<file path="config.mk">
export PLATFORM = sky130hd
export DESIGN_NAME = yon_denetleyici
export DESIGN_NICKNAME = d
export VERILOG_FILES = /design/src/rtl/yon_denetleyici.sv
export SDC_FILE = /design/constraint.sdc
export NUM_CORES = 1
export LEC_CHECK = 0
export CORE_MARGIN = 3
export CORE_UTILIZATION = 54
export CTS_BUF_LIST = sky130_fd_sc_hd__clkbuf_8 sky130_fd_sc_hd__clkbuf_16
export DETAILED_ROUTE_END_ITERATION = 12
export GPL_TIMING_DRIVEN = 0
export PLACE_DENSITY = 0.85
export RECOVER_POWER = 50
export SYNTH_ARGS = -nofsm -noshare
export SYNTH_HDL_FRONTEND = slang
export SYNTH_SLANG_ARGS = --single-unit
</file>
<file path="constraint.sdc">
create_clock -name clk -period 2.2 [get_ports clk]
set_input_delay 0.44 -clock clk [delete_from_list [all_inputs] [get_ports clk]]
set_output_delay 0.44 -clock clk [all_outputs]
set_load 0.1 [all_outputs]
</file>
<file path="src/rtl/yon_denetleyici.sv">
// Obstacle-avoiding robot direction controller: debounces the three raw obstacle
// sensors, registers the direction code and runs the timed turn/reverse FSM.
module yon_denetleyici #(
    parameter int SUZGEC_N  = 4,
    parameter int DONUS_CYC = 8,
    parameter int GERI_CYC  = 6
) (
    input  logic       clk,
    input  logic       rst,
    input  logic       calis,
    input  logic       sag,
    input  logic       sol,
    input  logic       on,
    output logic [1:0] yon,
    output logic       motor_sol,
    output logic       motor_sag,
    output logic       geri,
    output logic       mesgul
);

    localparam int FW   = $clog2(SUZGEC_N) + 1;
    localparam int TMAX = (DONUS_CYC > GERI_CYC) ? DONUS_CYC : GERI_CYC;
    localparam int TW   = $clog2(TMAX) + 1;

    localparam logic [FW-1:0] FLT_SON  = FW'(SUZGEC_N - 1);
    localparam logic [FW-1:0] FLT_BIR  = FW'(1);
    localparam logic [TW-1:0] DON_YUK  = TW'(DONUS_CYC - 1);
    localparam logic [TW-1:0] GERI_YUK = TW'(GERI_CYC - 1);
    localparam logic [TW-1:0] ZMN_BIR  = TW'(1);

    typedef enum logic [2:0] {
        BEKLE    = 3'd0,
        ILERI    = 3'd1,
        SOLA_DON = 3'd2,
        SAGA_DON = 3'd3,
        GERI     = 3'd4
    } durum_t;

    // ------------------------------------------------------------------
    // Sensor debounce: bit 0 = sag, bit 1 = sol, bit 2 = on
    // ------------------------------------------------------------------
    logic [2:0] ham;
    logic [2:0] suz;

    assign ham = {on, sol, sag};

    for (genvar i = 0; i < 3; i++) begin : g_suzgec
        logic [FW-1:0] sayac_q, sayac_d;
        logic          filt_q, filt_d;

        // NOTE: every always_comb output gets a default first so no path
        // leaves it unassigned, which would otherwise infer a latch.
        always_comb begin
            filt_d  = filt_q;
            sayac_d = '0;
            if (ham[i] != filt_q) begin
                if (sayac_q == FLT_SON) begin
                    filt_d = ham[i];
                end else begin
                    sayac_d = sayac_q + FLT_BIR;
                end
            end
        end

        // NOTE: state is updated with non-blocking assignments so every flop
        // samples the pre-edge values regardless of block ordering.
        always_ff @(posedge clk) begin
            if (rst) begin
                sayac_q <= '0;
                filt_q  <= 1'b0;
            end else begin
                sayac_q <= sayac_d;
                filt_q  <= filt_d;
            end
        end

        assign suz[i] = filt_q;
    end

    // ------------------------------------------------------------------
    // Direction code from the filtered bits: {yon_solbit, yon_sagbit}
    // ------------------------------------------------------------------
    logic [1:0] kod;
    logic [1:0] yon_q, yon_d;

    always_comb begin
        kod[1] = suz[2] | (suz[1] & ~suz[0]);
        kod[0] = suz[2] | suz[0];
        yon_d  = kod;
    end

    always_ff @(posedge clk) begin
        if (rst) begin
            yon_q <= 2'b00;
        end else begin
            yon_q <= yon_d;
        end
    end

    assign yon = yon_q;

    // ------------------------------------------------------------------
    // Manoeuvre state machine
    // ------------------------------------------------------------------
    durum_t        durum_q, durum_d;
    logic [TW-1:0] zaman_q, zaman_d;

    always_comb begin
        durum_d = durum_q;
        zaman_d = zaman_q;

        if (!calis) begin
            durum_d = BEKLE;
            zaman_d = '0;
        end else begin
            unique case (durum_q)
                BEKLE: begin
                    durum_d = ILERI;
                end

                // Decides from the live filtered bits, not the registered yon.
                ILERI: begin
                    unique case (kod)
                        2'b01: begin
                            durum_d = SOLA_DON;
                            zaman_d = DON_YUK;
                        end
                        2'b10: begin
                            durum_d = SAGA_DON;
                            zaman_d = DON_YUK;
                        end
                        2'b11: begin
                            durum_d = GERI;
                            zaman_d = GERI_YUK;
                        end
                        default: begin
                            durum_d = ILERI;
                        end
                    endcase
                end

                SOLA_DON, SAGA_DON: begin
                    if (zaman_q == '0) begin
                        durum_d = ILERI;
                    end else begin
                        zaman_d = zaman_q - ZMN_BIR;
                    end
                end

                // After backing up, always escape with a left turn.
                GERI: begin
                    if (zaman_q == '0) begin
                        durum_d = SOLA_DON;
                        zaman_d = DON_YUK;
                    end else begin
                        zaman_d = zaman_q - ZMN_BIR;
                    end
                end

                default: begin
                    durum_d = BEKLE;
                    zaman_d = '0;
                end
            endcase
        end
    end

    always_ff @(posedge clk) begin
        if (rst) begin
            durum_q <= BEKLE;
            zaman_q <= '0;
        end else begin
            durum_q <= durum_d;
            zaman_q <= zaman_d;
        end
    end

    // ------------------------------------------------------------------
    // Moore output decode
    // ------------------------------------------------------------------
    always_comb begin
        motor_sol = 1'b0;
        motor_sag = 1'b0;
        geri      = 1'b0;
        mesgul    = 1'b0;
        unique case (durum_q)
            ILERI: begin
                motor_sol = 1'b1;
                motor_sag = 1'b1;
            end
            SOLA_DON: begin
                motor_sag = 1'b1;
                mesgul    = 1'b1;
            end
            SAGA_DON: begin
                motor_sol = 1'b1;
                mesgul    = 1'b1;
            end
            GERI: begin
                motor_sol = 1'b1;
                motor_sag = 1'b1;
                geri      = 1'b1;
                mesgul    = 1'b1;
            end
            default: begin
                motor_sol = 1'b0;
            end
        endcase
    end

endmodule

</file>
==> results of run 1 <==
-- cell families (layout without fill, tap and decap cells) --
group	Yosys count	in the layout	share of synthesized area
and+or+nand+nor	38	38	0.168
AOI/OAI and AO/OA	25	25	0.175
DFF	21	21	0.394
buffers and inverters	21	35	0.0845
adders and majority gates	10	10	0.117
xor gates and xnor gates	4	4	0.0329
muxes	3	3	0.0282
-- metrics by stage --
| stage | power, mW | TNS (ps) | cells |
|---|---|---|---|
| global route | 0.749 | 0 | 161 |
| finish | 0.716 | 0 | 161 |
| floorplan | 0.453 | 0 | 122 |
| detailed placement | 0.475 | -1550 | 157 |
| CTS | 0.727 | 0 | 161 |
| global placement | 0.471 | -1540 | 157 |
-- registers in the layout (all words and copies together), names as in the netlist --
| signal | flops |
|---|---|
| g_suzgec.sayac_q | 9 |
| durum_q | 3 |
| yon | 2 |
| zaman_q | 4 |
| g_suzgec.filt_q | 3 |
-- final timing paths --
path                                from                endpoint  slack [ps]
hold / removal    g_suzgec[0].sayac_q[0]  g_suzgec[0].sayac_q[0]         420
setup reg to reg              zaman_q[0]              zaman_q[2]         390
hold reg to reg   g_suzgec[0].sayac_q[0]  g_suzgec[0].sayac_q[0]         420
setup / recovery                  yon[1]                  yon[1]          60
-- placed cells by master, fill, tap and decap left out, drive strengths merged --
cell	n
o2bb2ai	1
o221a	1
nand3b	1
ha	10
xnor2	4
nor2b	1
a2111oi	1
nor3	2
o22a	1
a31oi	4
or3	4
o31ai	1
nand2b	3
clkbuf	9
buf	4
o32ai	2
clkinv	1
nand2	5
clkdlybuf4s50	6
nor2	20
o21ai	5
a21boi	1
a2bb2oi	3
or3b	2
a21oi	4
mux2i	3
inv	15
dfxtp	21
a211oi	1
-- metal layers --
layer  track usage  share of wire  wire length, µm  up-vias
li1              -              -                -      445
met3        0.0653          0.045               91        4
met4        0.0942          0.016               33        0
met2         0.337           0.54             1090       20
met5             0              0                0        -
met1         0.196           0.40              793      406
-- power groups by stage --
stage / Combinational, mW / Sequential, mW / Clock [mW]
CTS: 0.0726 / 0.391 / 0.263
finish: 0.0729 / 0.391 / 0.251
floorplan: 0.0516 / 0.402 / 0
global route: 0.0808 / 0.392 / 0.276
global placement: 0.0715 / 0.400 / 0
detailed placement: 0.0740 / 0.401 / 0
-- timing repair --
action                     4_1_cts  5_1_grt
buffers inserted                 0        0
resized for setup               20        4
setup endpoints to repair        4        4
-- area by class of cell --
class	count	area [µm²]	share of cell area
inverters	15	56.3	0.0454
well taps	25	31.3	0.0252
flip-flops and latches	21	420	0.339
plain buffers	6	33.8	0.0272
repair buffers	10	90.1	0.0726
clock inverters	1	5.00	0.00403
clock buffers	3	41.3	0.0333
multi-input cells	80	563	0.454
==> reports/results.txt, run 1 <==
The flow ran to the end, and the final reports show no timing, DRC or antenna violations. The number of antenna violations at the first check in global routing was 0. Broken down by cell family, the worst path's largest delay share belongs to buffers and inverters. The core occupancy in the finished layout is 0.689, and the combined area of all synthesized cells is 0.00107 mm².

The commonest cells after synthesis are sky130_fd_sc_hd__dfxtp_1 (21), sky130_fd_sc_hd__nor2_1 (20), sky130_fd_sc_hd__inv_1 (15), sky130_fd_sc_hd__ha_1 (10), sky130_fd_sc_hd__nand2_1 (5). The tree built by TritonCTS fans out to 21 sinks. The share of flip-flops with an asynchronous set or reset after synthesis was 0; the number of hold violations in the final report was 0. In this design, the stage delay of the slowest critical-path cell is 1130 ps.

Entering global routing, the biggest net connects 13 pins. In this run the power spent charging and discharging nets is 174 µW. The final count of pins violating max slew is 0.

The slowest stage of the critical path is the sky130_fd_sc_hd__clkdlybuf4s50_1 cell. Setup violations remaining at the end of the flow were counted as 0. The worst-case reg-to-reg path depth was 7; the total placed instance area was 0.00120 mm². Worst setup slack after placement: -406 ps. Combined buffer and inverter count along the critical path: 1.

Pin placement for this block handled 12 I/O pins. Static timing analysis puts the maximum clock frequency at 467 MHz. Growth of design area from synthesis to finish: 16.4%. In the synthesized netlist the dominant register cell turns out to be sky130_fd_sc_hd__dfxtp_1.

The clock network fraction of total power is 0.351. Die outline area: 0.00254 mm². The tools report the maximum level of the CTS H-tree as 1. By area the synthesized netlist is led by sky130_fd_sc_hd__dfxtp_1 (39%), sky130_fd_sc_hd__ha_1 (12%), sky130_fd_sc_hd__nor2_1 (7.0%).

Cell accounting for the most synthesized area: sky130_fd_sc_hd__dfxtp_1. The die extent in y was 50.4 µm. Setup slack closes at 57.5 ps. At the pin with the least slew margin, the transition time is 968 ps.

The part of the Yosys area used for sequential elements was 0.394. Worst hold-check path type: reg2reg. The pre-antenna-repair detailed-routing pass consisted of 4 iterations. The portion of total power attributed to sequential cells is 0.547, and the first-iteration detailed-routing DRC count is 17. STA classifies the critical path endpoint as an output port. The post-layout instance area was 0.00124 mm²; the clock tree skew after final layout was 3.72 ps. Counting flops and latches in the post-synthesis netlist gives 21. For this design, the CTS-stage hold fixing added 0 buffers. The logs give 260 ps for the clock latency on the worst-skew pair and 0 for the number of violations of the max-capacitance limit. In this run the clock root is driven by a sky130_fd_sc_hd__clkbuf_8. Logic depth of the worst setup path including buffers: 1. The number of nets in the synthesized netlist is 138.

The final estimated routing congestion in global placement came out at 0.905. The critical path is of the reg2out type. The repair_antennas step left the layout with diodes totalling 0. The signal on the critical path passes through clkdlybuf4s50_1. In the final design database the tool counted 153 nets. In the routed layout, each cell is associated on average with a via count of 5.43.

The via count of the first global-routing pass came out at 873. The clock-pin slew on the worst setup and hold paths came out at 80 ps. The total overflow left after global routing is 0.

The required time of the critical path was 1760 ps; the number of warnings issued by yosys was 0. Ratio of cells with drive above 1 in the final layout: 0.118. Hold timing on the final database bottoms out at a slack of 422 ps. The first global-routing pass estimated 3580 µm of wire.

The internal power of the cells is 542 µW. The maximum fanout encountered on the critical timing path was 1. STA puts the critical path data arrival time at 1700 ps. The synthesized design contains 0 enable-type register cells. In the synthesized netlist, the number of instances is 122. The power density of the placed cells is 577 mW/mm², and the average wire length per cell after detail routing is 12.5 µm.

The fraction of power spent switching nets was 0.243; the final-layout fill cell count was 164. The detailed router placed 875 vias in this run. The worst setup path is launched from a flop. The number of stages on the worst hold path works out to 1.

The post-detailed-placement half-perimeter wirelength was 1510 µm; the total number of placement rows was 15. The detail route stage leaves a number of antenna-violating nets equal to 0. The horizontal die dimension is 50.4 µm. In this run the deepest clock path goes through 2 buffers.

Setup repair after global routing left no endpoint under its margin. Wires add up to 2010 µm. The logs give 0.592 for the initial cell density of the core and 0.472 mV for the largest vdd supply drop. The leading cell type by number of instances after synthesis is sky130_fd_sc_hd__dfxtp_1.

The overall fraction of global-route tracks in use was 0.190. The leakage power summed over all cells was 0.533 nW; the clock period minus worst slack was 2140 ps. The area share of the leading cell type in the synthesized netlist is 0.394, and the final period utilization is 0.974.

Averaged over all synthesized cells, the footprint is 8.74 µm². For this run, design rule violations remaining after detail routing come to 0. The combinational share of power came out at 0.102.

The logs give 3 for the number of buffers added by the clock tree synthesis step and 0.00180 mm² for the area inside the core boundary. The netlist uses 30 different library cells. TritonCTS built the clock tree. The tightest slew margin relative to the limit came out at 0.353.

Input and output buffers added on the ports amount to 10.
(Power assumes the default switching activity.)
==> inputs of run 2 (changes only) <==
PLACE_DENSITY = 0.77   (was 0.85)
==> reports/results.txt, run 2 (synthesis results as in run 1) <==
The clock period could shrink to 2140 ps. Setup violations remaining at the end of the flow were counted as 0. The clock network fraction of total power was 0.350. CTS placed an instance of sky130_fd_sc_hd__clkbuf_8 at the clock tree root. For the via count of the first global-routing pass, the log shows 833.

The tools report the final count of pins violating max slew as 0. The worst-case IR drop observed on VDD is 0.390 mV. After detailed routing, the number of vias per cell comes to 5.25. The power density of the placed cells is 575 mW/mm². The register with the most flip-flops in the final layout is g_suzgec.sayac_q.

Summed over all layers, the global routing overflow is 0. The total number of placement rows came out at 15. Tightest slew margin relative to the limit: 0.354. For the antenna cell count, the log shows 0.

For the number of violations of the max-capacitance limit, the log shows 0. Number of remaining DRC errors: 0. The portion of total power attributed to sequential cells came out at 0.549. The remaining antenna violation count after routing is 0, and the delay of the slowest cell on the worst path is 1120 ps.

The maximum fanout encountered on the critical timing path is 1. For this run, the detailed router's first-pass iteration total came to 4. For this block, the via count after detailed routing is 845.

The core occupancy in the finished layout was 0.689; the transition time at the pin with the least slew margin was 966 ps. For this block, the initial DRC count from the detailed router was 6. Counting the buffers created by CTS gives 3. The internal power of the cells is 542 µW, and the sum of routed wire length over all layers is 1890 µm. Ratio of cells with drive above 1 in the final layout: 0.118. The largest individual stage delay along the critical path comes from the cell sky130_fd_sc_hd__clkdlybuf4s50_1.

Derived from the worst setup path, the maximum achievable clock frequency is 467 MHz. The largest registers in the layout are g_suzgec.sayac_q: 9 flops, zaman_q: 4 flops. The number of antenna violations at the first check in global routing was 0; the horizontal die dimension was 50.4 µm.

The first global-routing pass estimated 3520 µm of wire. For the number of hold violations in the final report, the log shows 0. The critical path is of the reg2out type. The fraction of power spent switching nets is 0.240. Setup repair after global routing left no endpoint under its margin. The CTS sink count is 21.

The worst hold-check path type is reg2reg. Routability-driven placement finished with a final weighted congestion of 0.843. The cell family contributing the most delay on the critical path is buffers and inverters.

Total power for the finished layout comes to 713 µW. The initial cell density of the core was 0.592; the average wire length per cell after detail routing was 11.8 µm. STA classifies the critical path endpoint as an output port. The combinational share of power came out at 0.102. The final-layout fill cell count came out at 166. The combined buffer and inverter count along the critical path works out to 1.

Measured along the y axis, the die boundary spans 50.4 µm. For the clock latency on the worst-skew pair, the log shows 260 ps. For the area inside the core boundary, the log shows 0.00180 mm². After clock tree synthesis, the repair step resized 20 gates. The register with the most flip-flops in the layout has 9 of them. The analysis attributes to net switching a power of 171 µW. The run gives 1 as the maximum level of the CTS H-tree.

The commonest non-fill, non-tap cell in the layout is sky130_fd_sc_hd__dfxtp_1. The run finished with clean final reports. The signal on the critical path passes through clkdlybuf4s50_1. At the worst endpoint, the arrival time is 1700 ps. The growth of design area from synthesis to finish is 16.4%. The logs give 0.00254 mm² for the die outline area and 0 for the setup fix buffers added after clock tree synthesis.

The final period utilization is 0.973. The I/O pin count is 12, and the overall fraction of global-route tracks in use is 0.183. For the final database, setup skew stands at 1.22 ps.

STA classifies the critical path startpoint as a flop. Once detailed placement completed, the half-perimeter wirelength came to 1410 µm. TritonCTS built the clock tree. No sink is reached through more buffers than the 2 on the longest clock path. After clock tree synthesis, the clock-pin slew on the worst setup and hold paths is 70 ps. Entering global routing, the biggest net connects 13 pins.

The analysis attributes to cell leakage a power of 0.533 nW. Buffers inserted to repair hold after CTS numbered 0. The total of buffers placed on input and output ports is 10. The library cells used most frequently in the layout, excluding fill and tap cells, are sky130_fd_sc_hd__dfxtp_1 (21), sky130_fd_sc_hd__nor2_1 (20), sky130_fd_sc_hd__inv_1 (15), sky130_fd_sc_hd__ha_1 (10), sky130_fd_sc_hd__clkdlybuf4s50_1 (6). The net count of the finished layout is 153.

STA puts the critical path data required time at 1760 ps.
[run 2: cell counts in the layout (fill, tap and decap cells not counted)]
Identical to the previous run, type by type.
[run 2: final cells by class]
cell class              instances  area, µm²  share of cell area
multi-input cells              80        563               0.454
flip-flops and latches         21        420               0.339
repair buffers                 10       90.1              0.0726
inverters                      15       56.3              0.0454
clock buffers                   3       41.3              0.0333
plain buffers                   6       33.8              0.0272
well taps                      25       31.3              0.0252
clock inverters                 1       5.00             0.00403
[run 2: metal layers]
layer  wire [µm]  vias up  track usage
li1            -      442            -
met1         845      385        0.204
met2         942       13        0.328
met3          62        5       0.0386
met4          44        0       0.0852
met5           0        -            0
[run 2: power groups by stage]
| stage | Sequential (mW) | Combinational [mW] | Clock [mW] |
|---|---|---|---|
| after floorplan | 0.402 | 0.0516 | 0 |
| after global placement | 0.400 | 0.0717 | 0 |
| after detailed placement | 0.400 | 0.0737 | 0 |
| after CTS | 0.391 | 0.0722 | 0.259 |
| after global routing | 0.392 | 0.0803 | 0.277 |
| final | 0.391 | 0.0724 | 0.249 |
[run 2: final timing paths]
check | slack (ps) | end | start | cells after the start
min reg2reg | 420 | g_suzgec[1].sayac_q[0] | g_suzgec[1].sayac_q[0] | 1
max reg2reg | 360 | zaman_q[2] | zaman_q[0] | 7
max | 60 | yon[1] | yon[1] | 1
min | 420 | g_suzgec[1].sayac_q[0] | g_suzgec[1].sayac_q[0] | 1
[run 2: through the flow]
stage          instance area [µm²]  setup slack (ps)  instances  hold slack (ps)  TNS (ps)
2_1_floorplan                 1070               167        122              399         0
3_3_place_gp                  1200              -396        157              408     -1530
3_5_place_dp                  1200              -415        157              414     -1600
4_1_cts                       1230              1.05        161              425         0
5_1_grt                       1240              12.4        161              444         0
6_report                      1240              59.5        161              417         0
==> inputs of run 3 (changes only) <==
CORE_UTILIZATION = 50   (was 54)
CTS_BUF_LIST = unset   (was sky130_fd_sc_hd__clkbuf_8 sky130_fd_sc_hd__clkbuf_16)
PLACE_DENSITY = 0.72   (was 0.77)
SLEW_MARGIN = 10   (was unset)
==> reports/results.txt, run 3 (synthesis results as in run 1) <==
The tools report the overall fraction of global-route tracks in use as 0.170. At the placement stage, the worst setup path has a slack of -428 ps. The maximum fanout encountered on the critical timing path is 7, and the power density of the placed cells is 534 mW/mm². The setup slack on the worst flop-to-flop path came out at 320 ps. The first global-routing pass estimated 3420 µm of wire.

The tool flagged a number of max-cap violations equal to 0. TritonCTS built the clock tree. The buffer levels on the longest clock path was 2. The core occupancy in the finished layout came out at 0.619.

The die is 52.2 µm tall. Measured along the x axis, the die boundary spans 52.2 µm. The total power after layout is 655 µW, and the maximum frequency from static timing analysis is 473 MHz.

The run gives 0 as the total overflow reported by the global router. The detail route stage leaves a number of antenna-violating nets equal to 0. From synthesis to final layout, the design area changed by 15.0%. The final period utilization was 0.960.

The tools report the leakage power summed over all cells as 0.538 nW. The logs give 0 for the number of hold-repair buffers added at the cts stage and 1 for the maximum level of the CTS H-tree. The tools report the post-route worst setup slack as 87.1 ps.

The critical path start-end classification was reg2out. The die outline area was 0.00272 mm²; the worst hold slack after final layout was 425 ps. Port buffering added 10 buffers. The setup TNS after final layout is 0 ps, and the transition time at the pin with the least slew margin is 952 ps. The post-layout instance count excluding filler cells came out at 163.

Entering global routing, the biggest net connects 13 pins. Using the TritonRoute via totals, the vias-per-cell ratio works out to 5.23. The type of origin of the critical path is a flop. Data on the critical path arrives at its endpoint at 1670 ps. The floorplan step defined a core boundary enclosing 0.00198 mm².

The run gives 0 as the number of remaining DRC errors. The tools report the cell chosen for the clock root as sky130_fd_sc_hd__clkbuf_4. Detailed routing inserted a total of 853 vias. In the final layout, the registers with the most flip-flops are g_suzgec.sayac_q: 9 flops, zaman_q: 4 flops.

0 antenna diodes ended up in the layout. Buffers added to address setup during post-CTS repair amount to 0. The path class of the tightest hold or removal check is reg2reg. The clock tree skew after final layout was 2.08 ps. The run gives 0.883 as the final estimated routing congestion in global placement.

Setup repair after global routing left no endpoint under its margin. Number of stages on the worst hold path: 1. The worst flop-to-flop path startpoint is zaman_q[0]. The run finished with clean final reports.

The run gives 153 as the final net count. Clock-pin slew was measured on the worst setup and hold paths at 110 ps. The tools report the number of hold violations in the final report as 0. The critical path endpoint category is an output port. The first detailed-routing pass ran for 4 iterations. The total number of placement rows was 16; the via count of the first global-routing pass was 828. The register ranked first by flip-flop count is g_suzgec.sayac_q. The delay of the slowest cell on the worst path is 360 ps, and the worst-case reg-to-reg path depth is 7. The sum of routed wire length over all layers was 1890 µm; the largest vdd supply drop was 0.444 mV.

The tools report the clock latency on the worst-skew pair as 310 ps. The library cells used most frequently in the layout, excluding fill and tap cells, are sky130_fd_sc_hd__dfxtp_1 (21), sky130_fd_sc_hd__nor2_1 (20), sky130_fd_sc_hd__inv_1 (15), sky130_fd_sc_hd__ha_1 (10), sky130_fd_sc_hd__nand2_1 (5). The average wire length per cell after detail routing works out to 11.6 µm.

Including well taps, the total number of placed cells is 159. Summing all placed instances gives a cell area of 0.00121 mm². The tools report the final count of pins violating max slew as 0. The slowest cell on the critical path is sky130_fd_sc_hd__or3b_1.

The commonest non-fill, non-tap cell in the layout is sky130_fd_sc_hd__dfxtp_1. The endpoint identified for the worst register-to-register timing path is zaman_q[2]. The CTS sink count is 21. For the number of buffers added by the clock tree synthesis step, the log shows 3. For the required time of the critical path, the log shows 1760 ps. The worst hold path begins at g_suzgec[2].sayac_q[0]. The first-iteration detailed-routing DRC count is 8.

The worst hold path terminates at g_suzgec[2].sayac_q[0]. Initial cell density of the core: 0.538. The signal on the critical path passes through buf_6, or3b_1, buf_2, o21ai_2, buf_4.

12 I/O pins were placed. The wire-length estimate of the detail-placed layout is 1420 µm. Setup violations remaining at the end of the flow were counted as 0. The tightest slew margin relative to the limit is 0.368.

The clock period could shrink to 2110 ps. The register with the most flip-flops in the layout has 9 of them. The ratio of cells with drive above 1 in the final layout was 0.118. The post-layout instance area is 0.00123 mm², and the number of antenna violations at the first check in global routing is 0.
-- run 3: where the power goes --
group | internal, mW | switching, mW | total [mW]
Clock | 0.0681 | 0.123 | 0.191
Combinational | 0.0283 | 0.0439 | 0.0722
Sequential | 0.388 | 0.00363 | 0.392
-- run 3: per-layer routing --
metal  share of wire  global-route usage  vias up
li1                -                   -      442
met1            0.47               0.211      390
met2            0.47               0.276       16
met3           0.042              0.0342        5
met4           0.020              0.0894        0
met5               0                   0        -
-- run 3: worst max path at each step --
stage / from / end / slack (ps)
2_1_floorplan: durum_q[0] / mesgul / 170
4_1_cts: durum_q[0] / mesgul / 40
5_1_grt: durum_q[0] / motor_sol / 20
3_5_place_dp: durum_q[0] / mesgul / -430
3_3_place_gp: durum_q[0] / mesgul / -400
6_report: durum_q[0] / motor_sol / 90
-- run 3: area by class of cell --
type	instances	area (µm²)
Tap cell	27	33.8
Timing Repair Buffer	10	91.3
Multi-Input combinational cell	80	563
Clock buffer	3	22.5
Clock inverter	1	5.00
Sequential cell	21	420
Inverter	15	56.3
Fill cell	180	756
Buffer	6	33.8
-- run 3: critical path, delay by kind of cell, from the launching register on --
kind | cells | cell delay [ps]
AO/OA/AOI/OAI | 1 | 60
flip-flops | 1 | 330
buffers and inverters | 3 | 610
AND/OR/NAND/NOR | 1 | 360
-- run 3: timing repair --
item | in CTS | in global routing
gates resized for setup | 26 | 1
gates cloned | 0 | 0
endpoints found under the setup margin | 6 | 1
==> RTL edit 1, RTL diff (settings of run 3) <==
Remove the register `yon_q`: a continuous assignment takes its place, so the output `yon` follows one clock earlier.
--- a/src/rtl/yon_denetleyici.sv
+++ b/src/rtl/yon_denetleyici.sv
@@ -91,9 +91,3 @@
 
-    always_ff @(posedge clk) begin
-        if (rst) begin
-            yon_q <= 2'b00;
-        end else begin
-            yon_q <= yon_d;
-        end
-    end
+    assign yon_q = yon_d;
 
Formal check against the unedited RTL: not equivalent (Yosys sat finds a counterexample within 10 cycles, from zero or initial values and one cycle with rst high).
==> RTL edit 1 against run 3 <==
Sequential cell count shrank 2; synthesized cell count shrank 11%; clock power shrank 9%; wire length shrank 5.7%; first-iteration DRC count shrank 25%; final area shrank 8.2%; cell count shrank 8.6%; clock skew is essentially flat; via count shrank 5.6%; worst setup slack gained 0.0014 ns; power shrank 8.5%; area after synthesis shrank 9.2%; critical path type unchanged; largest cell class unchanged.
==> RTL edit 1: results (changes against run 3) <==
| Metric | Value |
|---|---|
| Total placed instance area | `1117 sq um (-7.5%)` |
| Final worst setup slack | `0.08854 ns (+0.001411 ns)` |
| Vias | `805 (-5.6%)` |
| Synth Instances | `109 (-11%)` |
| Pleak | `0.4687 nW (-13%)` |
| FF-to-FF End | `zaman_q[1]` |
| Met1 Usage GRT | `19.67% (-1.4 points)` |
| Layout cell share with drive strength beyond 1 | `16.13% (+4.4 points)` |
| Routed met1 length | `816 um (-8.1%)` |
| Slowest stage delay, CP | `0.38 ns (+0.02 ns)` |
| Hold Startpoint | `g_suzgec[0].sayac_q[0]` |
| Met2 WL | `882 um (+0.11%)` |
| VDD IR max | `381.7 uV (-14%)` |
| Violation count after the first detailed-route iteration | `6 (-2)` |
| Port bufs | `11 (+1)` |
| Fin cells | `149 (-8.6%)` |
| Metal3 WL | `65 um (-18%)` |
| Worst path slowest cell | `dfxtp_1` |
| Clock skew | `0.002014 ns (-0.00006722 ns)` |
| Tot GR Track Use | `17.05% (+0.068 points)` |
| Status | `finished clean` |
| Post-synth top cells | `19 x dfxtp_1, 16 x nor2_1, 11 x inv_1` |
| Drt total wl | `1780 um (-5.7%)` |
| Pin count of the biggest net entering global routing | `11 (-2)` |
| Crit path max fanout | `8 (+1)` |
| First-pass GRT wire length | `3339 um (-2.2%)` |
| Fin nets | `139 (-9.2%)` |
| Fill count | `162 (-10%)` |
| Synthesized net count | `123 (-11%)` |
| Worst Hold Path EP | `g_suzgec[0].sayac_q[0]` |
| CP Capture Point | `geri` |
| Global placer's final weighted congestion | `0.8075 (-8.6%)` |
| Reg2reg setup slack | `0.18 ns (-0.14 ns)` |
| Hold slack | `0.4318 ns (+0.007279 ns)` |
| Routing usage on met2 | `30.00% (+2.4 points)` |
| Sequential area share after synthesis | `39.28% (-0.16 points)` |
| Post-synthesis cell type count | `31 (+3.3%)` |
-- RTL edit 1: cell types whose count changed after synthesis, moves of 2 or more --
cell     change
buf_2        -3
a21oi_1      +2
a31oi_1      -3
or2_2        +2
dfxtp_1      -2
inv_1        -4
nor4_1       +2
ha_1         -2
nor2_1       -4
o32ai_1      -2
-- RTL edit 1: report_power, final --
group / switching, mW / total [mW] / internal [mW]
Combinational: 0.0420 / 0.0681 / 0.0261
Sequential: 0.00503 / 0.356 / 0.351
Clock: 0.104 / 0.174 / 0.0705
-- RTL edit 1: worst reg2reg max path, stage by stage (launching register included) --
cell and delay, ns:
dfxtp_1 0.40, inv_1 0.06, a21o_2 0.22, ha_1 0.29, or2_2 0.34, a221oi_4 0.33
nor4_1 0.12, a211oi_2 0.19
-- RTL edit 1: per-stage QoR --
step	utilization (%)	power, mW
floorplan	-	0.4105
global placement	62.67	0.4312
detailed placement	62.67	0.4344
CTS	63.44	0.6057
global route	63.16	0.6274
finish	63.16	0.5988
-- RTL edit 1: cell type report --
type | instances | area, sq um | area share [%]
well taps | 25 | 31.28 | 2.778
clock buffers | 4 | 26.28 | 2.333
inverters | 11 | 41.29 | 3.667
repair buffers | 11 | 90.09 | 8.000
flip-flops and latches | 19 | 380.4 | 33.78
plain buffers | 3 | 13.76 | 1.222
multi-input cells | 76 | 543.0 | 48.22
-- RTL edit 1: cell families after synthesis --
logic type / count (synthesis) / share of synthesized area, %
XOR/XNOR: 4 / 3.617
multiplexers: 3 / 3.101
flip-flops: 19 / 39.28
AND/OR/NAND/NOR: 39 / 20.80
buffers and inverters: 14 / 5.426
AO/OA/AOI/OAI: 22 / 17.44
adder cells (fa/ha/maj): 8 / 10.34
==> RTL edit 2, RTL diff (config.mk and constraints of run 3) <==
Without the edit above. The parameter `GERI_CYC` goes from 6 to 12.
--- a/src/rtl/yon_denetleyici.sv
+++ b/src/rtl/yon_denetleyici.sv
@@ -5,3 +5,3 @@
     parameter int DONUS_CYC = 8,
-    parameter int GERI_CYC  = 6
+    parameter int GERI_CYC  = 12
 ) (
Formal check against the unedited RTL: same outputs for any inputs over 10 cycles, from zero or initial values and one cycle with rst high; that may be too few to reach the edited logic, so the function may still have changed.
==> RTL edit 2 against run 3 <==
Count of clock-buffer cells in the layout is the same; global-route usage up 0.13 points; power up 0.88%; area after synthesis is 4.6% higher; worst setup slack worse by 0.0087 ns; wire length increased by 9.6%; largest power group unchanged; sequential cell count rose by 1; final area up 4.5%; cell count is 3.7% higher; first-iteration DRC count rose to 2.5 times the old value.
==> RTL edit 2: results (changes against run 3) <==
| Metric | Value |
|---|---|
| Reg2Reg Launch Point | `zaman_q[0]` |
| Root buffer cell | `clkbuf_4` |
| Final worst path period share | `96.43% (+0.39 points)` |
| Vias in the first global route | `817 (-1.3%)` |
| Slew @ Worst Pin | `0.9639 ns (+0.01224 ns)` |
| Pin count of the biggest net entering global routing | `12 (-1)` |
| Fin cells | `169 (+3.7%)` |
| VDD IR max | `445.3 uV (+0.30%)` |
| Critical path launch point | `durum_q[0]` |
| Synthesized net count | `144 (+4.3%)` |
| Num CTS Buffers | `3 (unchanged)` |
| FFs w/ async S/R, synth | `0% (unchanged)` |
| Port bufs | `10 (unchanged)` |
| Hold slack | `0.4274 ns (+0.002835 ns)` |
| Status | `finished clean` |
| WL/cell | `12.24 um (+5.7%)` |
| Net Switching | `164.3 uW (-3.4%)` |
| Biggest regs | `g_suzgec.sayac_q: 9 flops, zaman_q: 5 flops` |
| Pre-CTS WS | `-0.5277 ns (-0.09995 ns)` |
| Layout cell share with drive strength beyond 1 | `11.97% (+0.21 points)` |
| Yosys warns | `0 (unchanged)` |
| DR vias/cell | `5.456 (+4.3%)` |
| Clock Pin Slew Worst Setup and Hold Paths | `0.11 ns (about the same)` |
| Violation count after the first detailed-route iteration | `20 (+12)` |
| CTS H-tree lvls | `1 (unchanged)` |
| Initial antenna violation count | `0 (unchanged)` |
| Reg2reg setup slack | `0.18 ns (-0.14 ns)` |
| Clock skew | `0.006796 ns (+0.004714 ns)` |
| First-pass GRT wire length | `3456 um (+1.2%)` |
| Post-synthesis cell type count | `37 (+23%)` |
| Clk buf depth | `2 (unchanged)` |
| HP Class | `flop to flop` |
| Sequential area share after synthesis | `39.51% (+0.070 points)` |
| Fin nets | `159 (+3.9%)` |
| Slowest stage delay, CP | `0.50 ns (+0.14 ns)` |
| Ant. Diodes | `0 (unchanged)` |
| Post-CTS Setup Bufs | `0 (unchanged)` |
| Detailed Routing Iterations Pass 1 | `5 (+1)` |
| Worst path slowest cell | `or3b_4` |
| Cell family contributing the most delay on the critical path | `simple AND/OR/NAND/NOR gates` |
| Dpl hpwl | `1546 um (+8.7%)` |
| Tot GR Track Use | `17.12% (+0.13 points)` |
| Top cells by area, synth | `dfxtp_1 40%, ha_1 10%, nor2_1 6.7%, inv_1 4.4%, xnor2_1 3.1%` |
| Worst path arrival time | `between 1.5 and 2 ns` |
| Post-synth top cells | `22 x dfxtp_1, 20 x nor2_1, 13 x inv_1` |
| Clk Latency, worst-skew pair | `0.31 ns (about the same)` |
| CP Capture Point | `motor_sol` |
| Worst r2r path cells | `7 (unchanged)` |
| Synth Instances | `129 (+5.7%)` |
| FF-to-FF End | `zaman_q[2]` |
| Global placer's final weighted congestion | `0.8675 (-1.8%)` |
| Pleak | `0.5379 nW (about the same)` |
| Crit path max fanout | `9 (+2)` |
| Ys flop type | `dfxtp_1` |
==> RTL edit 2: per-layer routing <==
layer / up-vias / GRT usage [%] / routed length (um)
met2: 28 / 26.53 / 952
met4: 0 / 9.362 / 32
li1: 468 / - / -
met5: - / 0 / 0
met3: 4 / 4.507 / 126
met1: 422 / 21.28 / 956
==> RTL edit 2: per-stage QoR <==
step | area [sq um] | util [%]
floorplan | 1122 | -
global placement | 1256 | 61.52
detailed placement | 1256 | 61.52
CTS | 1275 | 62.44
global route | 1281 | 62.75
finish | 1281 | 62.75
==> RTL edit 2: what timing repair did <==
| item | 4_1_cts | 5_1_grt |
|---|---|---|
| resized for setup | 27 | 4 |
| gates cloned | 0 | 0 |
| setup endpoints to repair | 5 | 5 |
==> RTL edit 2: area by class of cell <==
| cell class | count | area, sq um |
|---|---|---|
| Multi-Input combinational cell | 87 | 608.1 |
| Clock buffer | 3 | 22.52 |
| Timing Repair Buffer | 10 | 98.84 |
| Fill cell | 201 | 760.7 |
| Inverter | 14 | 52.55 |
| Sequential cell | 22 | 440.4 |
| Buffer | 6 | 25.02 |
| Tap cell | 27 | 33.78 |
==> RTL edit 2: worst min-delay path by stage <==
stage | start | end | depth (start not counted)
after detailed placement | g_suzgec[0].sayac_q[0] | g_suzgec[0].sayac_q[0] | 1
after global routing | g_suzgec[0].sayac_q[0] | g_suzgec[0].sayac_q[0] | 1
after global placement | g_suzgec[0].sayac_q[0] | g_suzgec[0].sayac_q[0] | 1
final | g_suzgec[0].sayac_q[0] | g_suzgec[0].sayac_q[0] | 1
after CTS | g_suzgec[0].sayac_q[0] | g_suzgec[0].sayac_q[0] | 1
after floorplan | g_suzgec[0].sayac_q[0] | g_suzgec[0].sayac_q[0] | 1
==> RTL edit 2: cells by family (layout without fill, tap and decap cells) <==
logic type	after synthesis	in the layout	share of synthesized area, %
AO/OA/AOI/OAI	23	23	14.59
XOR/XNOR	5	5	3.928
adder cells (fa/ha/maj)	9	9	10.10
buffers and inverters	20	33	6.845
flip-flops	22	22	39.51
multiplexers	3	3	2.694
AND/OR/NAND/NOR	47	47	22.34
==> RTL edit 2: worst reg2reg max path, stage by stage, from the launching register on <==
cell and delay, ns:
dfxtp_1 0.36, inv_1 0.10, ha_1 0.22, or4b_1 0.44, buf_2 0.17, a211oi_2 0.39
nand2_1 0.10, a31oi_1 0.17
==> RTL edit 2: power by group through the flow <==
| stage | Clock, mW | Sequential [mW] | Combinational (mW) |
|---|---|---|---|
| finish | 0.181 | 0.410 | 0.0700 |
| global route | 0.199 | 0.411 | 0.0770 |
| CTS | 0.182 | 0.410 | 0.0700 |
| detailed placement | 0 | 0.419 | 0.0703 |
| global placement | 0 | 0.418 | 0.0686 |
| floorplan | 0 | 0.420 | 0.0482 |
